--- src/rtl/proiect_pkg.sv ---
// Shared datapath constants and types for the proiect register file.
// REGFILE_WB_BYPASS_EN selects the write-to-read bypass on the read ports.
package proiect_pkg;

    localparam int REG_WIDTH = 32;
    localparam int REG_COUNT = 32;
    localparam int REG_ZERO  = 0;

    typedef logic [4:0]  reg_addr_t;
    typedef logic [31:0] word_t;

`ifdef REGFILE_WB_BYPASS_EN
    localparam bit BYPASS_EN = 1'b1;
`else
    localparam bit BYPASS_EN = 1'b0;
`endif

endpackage

--- src/rtl/regfile_rd_port.sv ---
// One combinational read port: zero-index mask, reset mask and the
// write-to-read bypass (enabled by REGFILE_WB_BYPASS_EN via proiect_pkg).
module regfile_rd_port
    import proiect_pkg::*;
#(
    parameter int WIDTH  = REG_WIDTH,
    parameter int ADDR_W = 5
) (
    input  logic              rst,
    input  logic [ADDR_W-1:0] raddr,
    input  logic [WIDTH-1:0]  stored,
    input  logic              we,
    input  logic [ADDR_W-1:0] waddr,
    input  logic [WIDTH-1:0]  wdata,
    output logic [WIDTH-1:0]  rdata
);

    localparam logic [ADDR_W-1:0] ZERO_IDX = ADDR_W'(REG_ZERO);

    always_comb begin
        rdata = '0;
        if (!rst && raddr != ZERO_IDX) begin
            rdata = stored;
            // Pending write wins over the stored copy when the bypass is built in.
            if (BYPASS_EN && we && waddr == raddr) begin
                rdata = wdata;
            end
        end
    end

endmodule

--- src/rtl/regfile_wb.sv ---
// Writeback register file: DEPTH x WIDTH, r0 reads as zero, two combinational
// read ports. Optional bypass controlled by REGFILE_WB_BYPASS_EN.
module regfile_wb
    import proiect_pkg::*;
#(
    parameter int WIDTH = REG_WIDTH,
    parameter int DEPTH = REG_COUNT
) (
    input  logic                     clk,
    input  logic                     rst,
    input  logic                     we,
    input  logic [$clog2(DEPTH)-1:0] waddr,
    input  logic [WIDTH-1:0]         wdata,
    input  logic [$clog2(DEPTH)-1:0] raddr1,
    input  logic [$clog2(DEPTH)-1:0] raddr2,
    output logic [WIDTH-1:0]         rdata1,
    output logic [WIDTH-1:0]         rdata2
);

    localparam int ADDR_W = $clog2(DEPTH);
    localparam logic [ADDR_W-1:0] ZERO_IDX = ADDR_W'(REG_ZERO);

    logic [WIDTH-1:0] mem_q [DEPTH];
    logic [WIDTH-1:0] mem_d [DEPTH];

    // Entry 0 exists in the array but is never written, so it stays at zero.
    always_comb begin
        mem_d = mem_q;
        if (we && waddr != ZERO_IDX) begin
            mem_d[waddr] = wdata;
        end
    end

    always_ff @(posedge clk or posedge rst) begin
        if (rst) begin
            mem_q <= '{default: '0};
        end else begin
            mem_q <= mem_d;
        end
    end

    regfile_rd_port #(
        .WIDTH  (WIDTH),
        .ADDR_W (ADDR_W)
    ) u_rd_port1 (
        .rst    (rst),
        .raddr  (raddr1),
        .stored (mem_q[raddr1]),
        .we     (we),
        .waddr  (waddr),
        .wdata  (wdata),
        .rdata  (rdata1)
    );

    regfile_rd_port #(
        .WIDTH  (WIDTH),
        .ADDR_W (ADDR_W)
    ) u_rd_port2 (
        .rst    (rst),
        .raddr  (raddr2),
        .stored (mem_q[raddr2]),
        .we     (we),
        .waddr  (waddr),
        .wdata  (wdata),
        .rdata  (rdata2)
    );

endmodule

--- config.mk ---
export PLATFORM = sky130hd
export DESIGN_NAME = regfile_wb
export DESIGN_NICKNAME = d
export VERILOG_FILES = /design/src/rtl/proiect_pkg.sv /design/src/rtl/regfile_rd_port.sv /design/src/rtl/regfile_wb.sv
export SDC_FILE = /design/constraint.sdc
export NUM_CORES = 2
export LEC_CHECK = 0
export BUFFER_PORTS_ARGS = -buffer_cell sky130_fd_sc_hd__buf_2
export CELL_PAD_IN_SITES_DETAIL_PLACEMENT = 2
export CELL_PAD_IN_SITES_GLOBAL_PLACEMENT = 2
export CORE_MARGIN = 3
export CORE_UTILIZATION = 49
export DETAILED_ROUTE_END_ITERATION = 7
export GPL_ROUTABILITY_DRIVEN = 0
export PLACE_DENSITY = 0.84
export SYNTH_ARGS = -nofsm -noshare
export SYNTH_HDL_FRONTEND = slang
export SYNTH_SLANG_ARGS = --single-unit
--- constraint.sdc ---
create_clock -name clk -period 77.3 [get_ports clk]
set_input_delay 11.595 -clock clk [delete_from_list [all_inputs] [get_ports clk]]
set_output_delay 11.595 -clock clk [all_outputs]
set_load 0.005 [all_outputs]
== Yosys cells after proc, flatten, opt, wreduce, memory -nomap -nowiden ==
Cells that the tools add are included.
Cells by class
  magnitude comparators: 4
  multiplexer cells: 11
  bitwise logic cells: 3
  reductions and logical operators: 8
Operators by type and width (count)
  $bwmux W1024: 1
  $bmux W32 S5: 2
  $mux W32: 7
  $demux W32 S5: 1
  $ge A6 B6 Y1 const B: 3
  $not A5 Y6: 3
  $reduce_bool A5 Y1: 3
  $lt A6 B1 Y1 const B: 1
  $logic_and A1 B1 Y1: 4
  $logic_not A1 Y1: 1
Storage, ports and cells
  flip-flop bits (word level): 1024
  input bits: 50
  output and inout bits: 64
  logic and storage cells: 58

== Logic depth before layout (Yosys ltp) ==
  word-level depth: 6
  gate-level depth with buffers: 8
  depth with buffers taken out: 4

== Hierarchy ==
From an unflattened synthesis, not the netlist that was laid out.
Unflattened totals
  cells, all modules: 4752
  area, all modules: 56838.3 sq um
By module, submodules not included
  regfile_wb: times used 1, cells an instance 4602, area each 55939.9 sq um, seq. area each 25624.6 sq um
  regfile_rd_port: times used 2, cells an instance 75, area each 449.2 sq um, seq. area each 0.0 sq um

== Worst setup path after synthesis ==
No wires, ideal clock.
  path type: input -> output
  start point: input rst
  end point: output rdata1[0]
  data arrival time: 35.146 ns
  data required time: 65.705 ns
  setup slack: 30.559 ns
  stages on the path: 7
  buffers on the path: 3
  path through: buf_2 inv_1 and3_1 clkbuf_1 clkbuf_1 a31oi_1 nand4_1
On the way
  cells in the longest elaborated chain, start to end: 3
Ends and longest elaborated chain
  start, declared: RTL line regfile_wb.sv:10  | input logic rst,
  $logic_not A1 Y1: RTL line regfile_rd_port.sv:22  | if (!rst && raddr != ZERO_IDX) begin
  $logic_and A1 B1 Y1: RTL line regfile_rd_port.sv:22
  $mux W32: RTL line regfile_rd_port.sv:22
  end, declared: RTL line regfile_wb.sv:16  | output logic [WIDTH-1:0] rdata1,
Every way passes these cells.

== Worst setup path after layout ==
  start point: input raddr1[2]
  end point: output rdata1[21]
On the way
  cells in the longest elaborated chain, start to end: 5
  elaborated cells between the ends (all ways): 7
  classes of those cells: 4 x mux; 1 x bitwise; 2 x reduce/logical
Ends and longest elaborated chain
  start, declared: RTL line regfile_wb.sv:14  | input logic [$clog2(DEPTH)-1:0] raddr1,
  $not A5 Y6 (not written as such): RTL line regfile_wb.sv:48  | .stored (mem_q[raddr1]),
  $bmux W32 S5: RTL line regfile_wb.sv:48
  $mux W32 (not written as such) (2 in a row): RTL line regfile_wb.sv:48
  $mux W32 *: RTL line regfile_rd_port.sv:22
Every way passes the cells marked *; elsewhere a longest branch is shown, timed or not. The select of a mux whose other input is x is not followed.

==> summary.md <==
| Metric | Value |
|---|---|
| Hold Crit Endpoint | `mem_q[996]$_DFFE_PP0P_` |
| Max-cap violations | `1` |
| Most used flip-flop cell after synthesis | `dfrtp_1` |
| Synthesized Nets | `4099` |
| Final hold violation count | `0` |
| Port Buffers | `113` |
| Synthesized-area fraction occupied by xor and xnor cells | `0%` |
| Number of nets in the layout | `3972` |
| Number of buffers created by CTS | `113` |
| Async set-reset flop share out of synthesis | `100%` |
| Most numerous cell types in the synthesized netlist | `1024 x dfrtp_1, 979 x mux2_2, 594 x mux2i_1` |
| Worst endpoint required time | `65.71 ns` |
| Stage delay of the slowest cell on the critical path | `0.72 ns` |
| Synthesized-area fraction occupied by ao, oa, aoi and oai cells | `5.40%` |
| Critical path launch point type | `primary input` |
| Number of cell rows | `121` |
| Dominant cells by area after synthesis | `dfrtp_1 47%, mux2_2 20%, mux2i_1 11%` |
| Fin. max-slew vios | `24` |
| Initial antenna violation count | `11` |
| Clock tree sinks | `1024` |
| Global-route wire length before repair | `376000 µm` |
| Largest family of logic cells by synthesized area | `multiplexers` |
| Min-Delay Path Class | `flop to flop` |
| Residual antenna-violating net count after detailed routing | `0` |
| Ratio of total power to cell area | `29.0 nW/µm²` |
| Post-DR vias/cell | `8.15` |
| Final Total Pwr | `1.74 mW` |
| Detailed-route DRC error count | `0` |
| Adder-cell share of the synthesized area | `0%` |
| Maximum operating frequency | `36.0 MHz` |
| Data arrival time at the worst-slack endpoint | `16.16 ns` |
| R2r endpoint | `mem_q[775]$_DFFE_PP0P_` |
| Via count of the first global-routing pass | `47.6k` |
| Number of library cell types mapped by synthesis | `46` |
| Overall overflow remaining after global route | `0` |
| RSZ-0062 raised after global routing | `no` |
| Hold-fix buffers, CTS | `0` |
| Floorplan die width | `340 µm` |
| Estimated wirelength of the detail-placed design | `131000 µm` |
| Syn Area/Cell | `13.5 µm²` |
| Number of enable-type register cells in the synthesized netlist | `0` |
| Final Routed Wirelength | `289000 µm` |
| FF-to-FF path depth | `1` |
| Iteration-0 DRC count of the detailed router | `6549` |
| Result of the run | `complete, but fails checks` |
| Failing checks | `max-capacitance violations, max-slew violations` |
| Maximum buffer depth of the clock tree | `3` |
| Number of setup buffers added after CTS | `0` |
| Die Ht | `340 µm` |
| TritonCTS clock tree | `done` |
| Number of vias after detailed routing | `45.0k` |
| Proportion of layout cells with a drive suffix above 1 | `41.0%` |
| Yosys reg bits | `1024` |
| Slowest-stage cell, CP | `buf_4` |
| Regs by FF count | `mem_q: 1024 flops` |
| Largest register by flop count | `mem_q` |
| Fraction of the yosys area taken by sequential cells | `46.9%` |
| Cell area after synthesis | `54600 µm²` |
| Critical path start-end classification | `primary input to primary output` |
| Part of the cycle the worst path needs | `35.9%` |
| Setup slack of the worst register-to-register path | `76.35 ns` |
| Number of H-tree branching levels | `3` |
| Area added between synthesis and finish | `9.80%` |
| Clk Latency, worst-skew pair | `0.74 ns` |
| Syn Inst Count | `4049` |
| Area share of the largest cell type after synthesis | `46.9%` |
| Startpoint of the lowest-slack register-to-register path | `mem_q[775]$_DFFE_PP0P_` |
| Final std cell area, no fill | `60000 µm²` |
| Starting utilization of the core area | `49.8%` |
| Hold path start | `mem_q[996]$_DFFE_PP0P_` |
| Number of flip-flops in the largest register | `1024` |
| Final sum of negative setup slack | `0 ns` |
| CTS-repair resized insts | `0` |
| Leading cell type by number of instances after synthesis | `dfrtp_1` |
| Worst supply voltage drop on vdd | `0.0220 mV` |
| Depth of the worst hold-timing path | `0` |
| Kind of end point of the critical path | `primary output` |
| Standby leakage power | `27.1 nW` |
| Core outline area | `110000 µm²` |
| Cell type contributing the most total cell area after synthesis | `dfrtp_1` |
| Slew at the pin closest to its max-slew limit | `1.50 ns` |
| Cell area after placement | `56000 µm²` |
| Maximum fanout along the worst path | `62` |
| Time the final worst path needs with I/O delays and setup | `27.76 ns` |
| Final setup violation count | `0` |
| Number of top-level design ports | `114` |
| GRT Total Usage | `45.1%` |
| Largest net degree at the start of global routing | `168` |
| TritonRoute pass-1 iters | `6` |
| Clock skew after layout | `0 ns` |
| Die ar. | `116000 µm²` |
| Wire per inst | `52.3 µm` |
| Non-filler instance count after layout | `5521` |
| Root buf cell | `clkbuf_16` |
| Critical path cell sequence | `buf_8 -> buf_4 -> and2_2 -> buf_4 -> a22oi_1 -> a31oi_1 -> nand4_1 -> buf_2` |
| Placed Cells incl. Taps | `5283` |
| Total number of yosys warnings | `0` |
| Worst Hold Slack | `0.407 ns` |
| Share of cell area taken by muxes after synthesis | `40.2%` |
| Clock transition at path regs | `0.07 ns` |
| Relative slew slack | `-0.604%` |
| Fraction of the mapped netlist area in simple logic gates | `3.56%` |
| Cell with the most instances on the worst path | `buf_4` |
-- placed cells by master, fill, tap and decap left out, drive strengths merged, types with 29 or more instances in the layout --
cell       n
nand4     63
nand3    147
diode     29
dfrtp   1024
a22oi    277
mux2i    594
buf      200
mux2     992
clkbuf   169
a21oi     51
nand2     96
mux4     216
-- worst max path at each step --
stage                       endpoint  slack (ns)      start
after floorplan            rdata1[0]       30.56        rst
after CTS                  rdata2[9]       50.05  raddr2[1]
after detailed placement   rdata2[9]       50.19  raddr2[1]
after global routing      rdata1[27]       49.68  raddr1[2]
final                     rdata1[21]       49.54  raddr1[2]
after global placement     rdata2[9]       50.23  raddr2[1]
-- cells by family after synthesis --
| group | count (synthesis) |
|---|---|
| buffers and inverters | 444 |
| multiplexers | 1802 |
| AO/OA/AOI/OAI | 407 |
| flip-flops | 1024 |
| AND/OR/NAND/NOR | 372 |
-- critical path: cells and delay by family --
kind            cells  cell delay [ns]
compound gates      2             0.72
buf+inv             4             2.24
simple gates        2             1.26
-- stage by stage --
stage	setup WS (ns)	util, %
final	49.54	54.7
after global routing	49.68	54.6
after CTS	50.05	54.6
after detailed placement	50.19	51.0
after global placement	50.23	51.0
after floorplan	30.56	-
-- final cells by class --
class	count	area, µm²
clock buffer	169	3400
antenna	29	72.6
fill	9572	49800
clock inverter	40	493
multi-input combinational	2581	27200
sequential	1024	25600
inverter	2	15.0
timing repair buffer	200	1330
tap	1476	1850
-- routing by layer --
metal | share of wire, % | global-route usage (%)
met1 | 34 | 55.5
met2 | 43 | 66.6
met3 | 14 | 14.5
met4 | 10 | 33.5
met5 | 0.024 | 0
-- where the power goes --
group	total (mW)	internal (mW)	switching, mW
clock network	0.613	0.340	0.273
registers	0.763	0.637	0.125
logic	0.364	0.163	0.202
No activity file was read; power rests on OpenSTA's default activity.
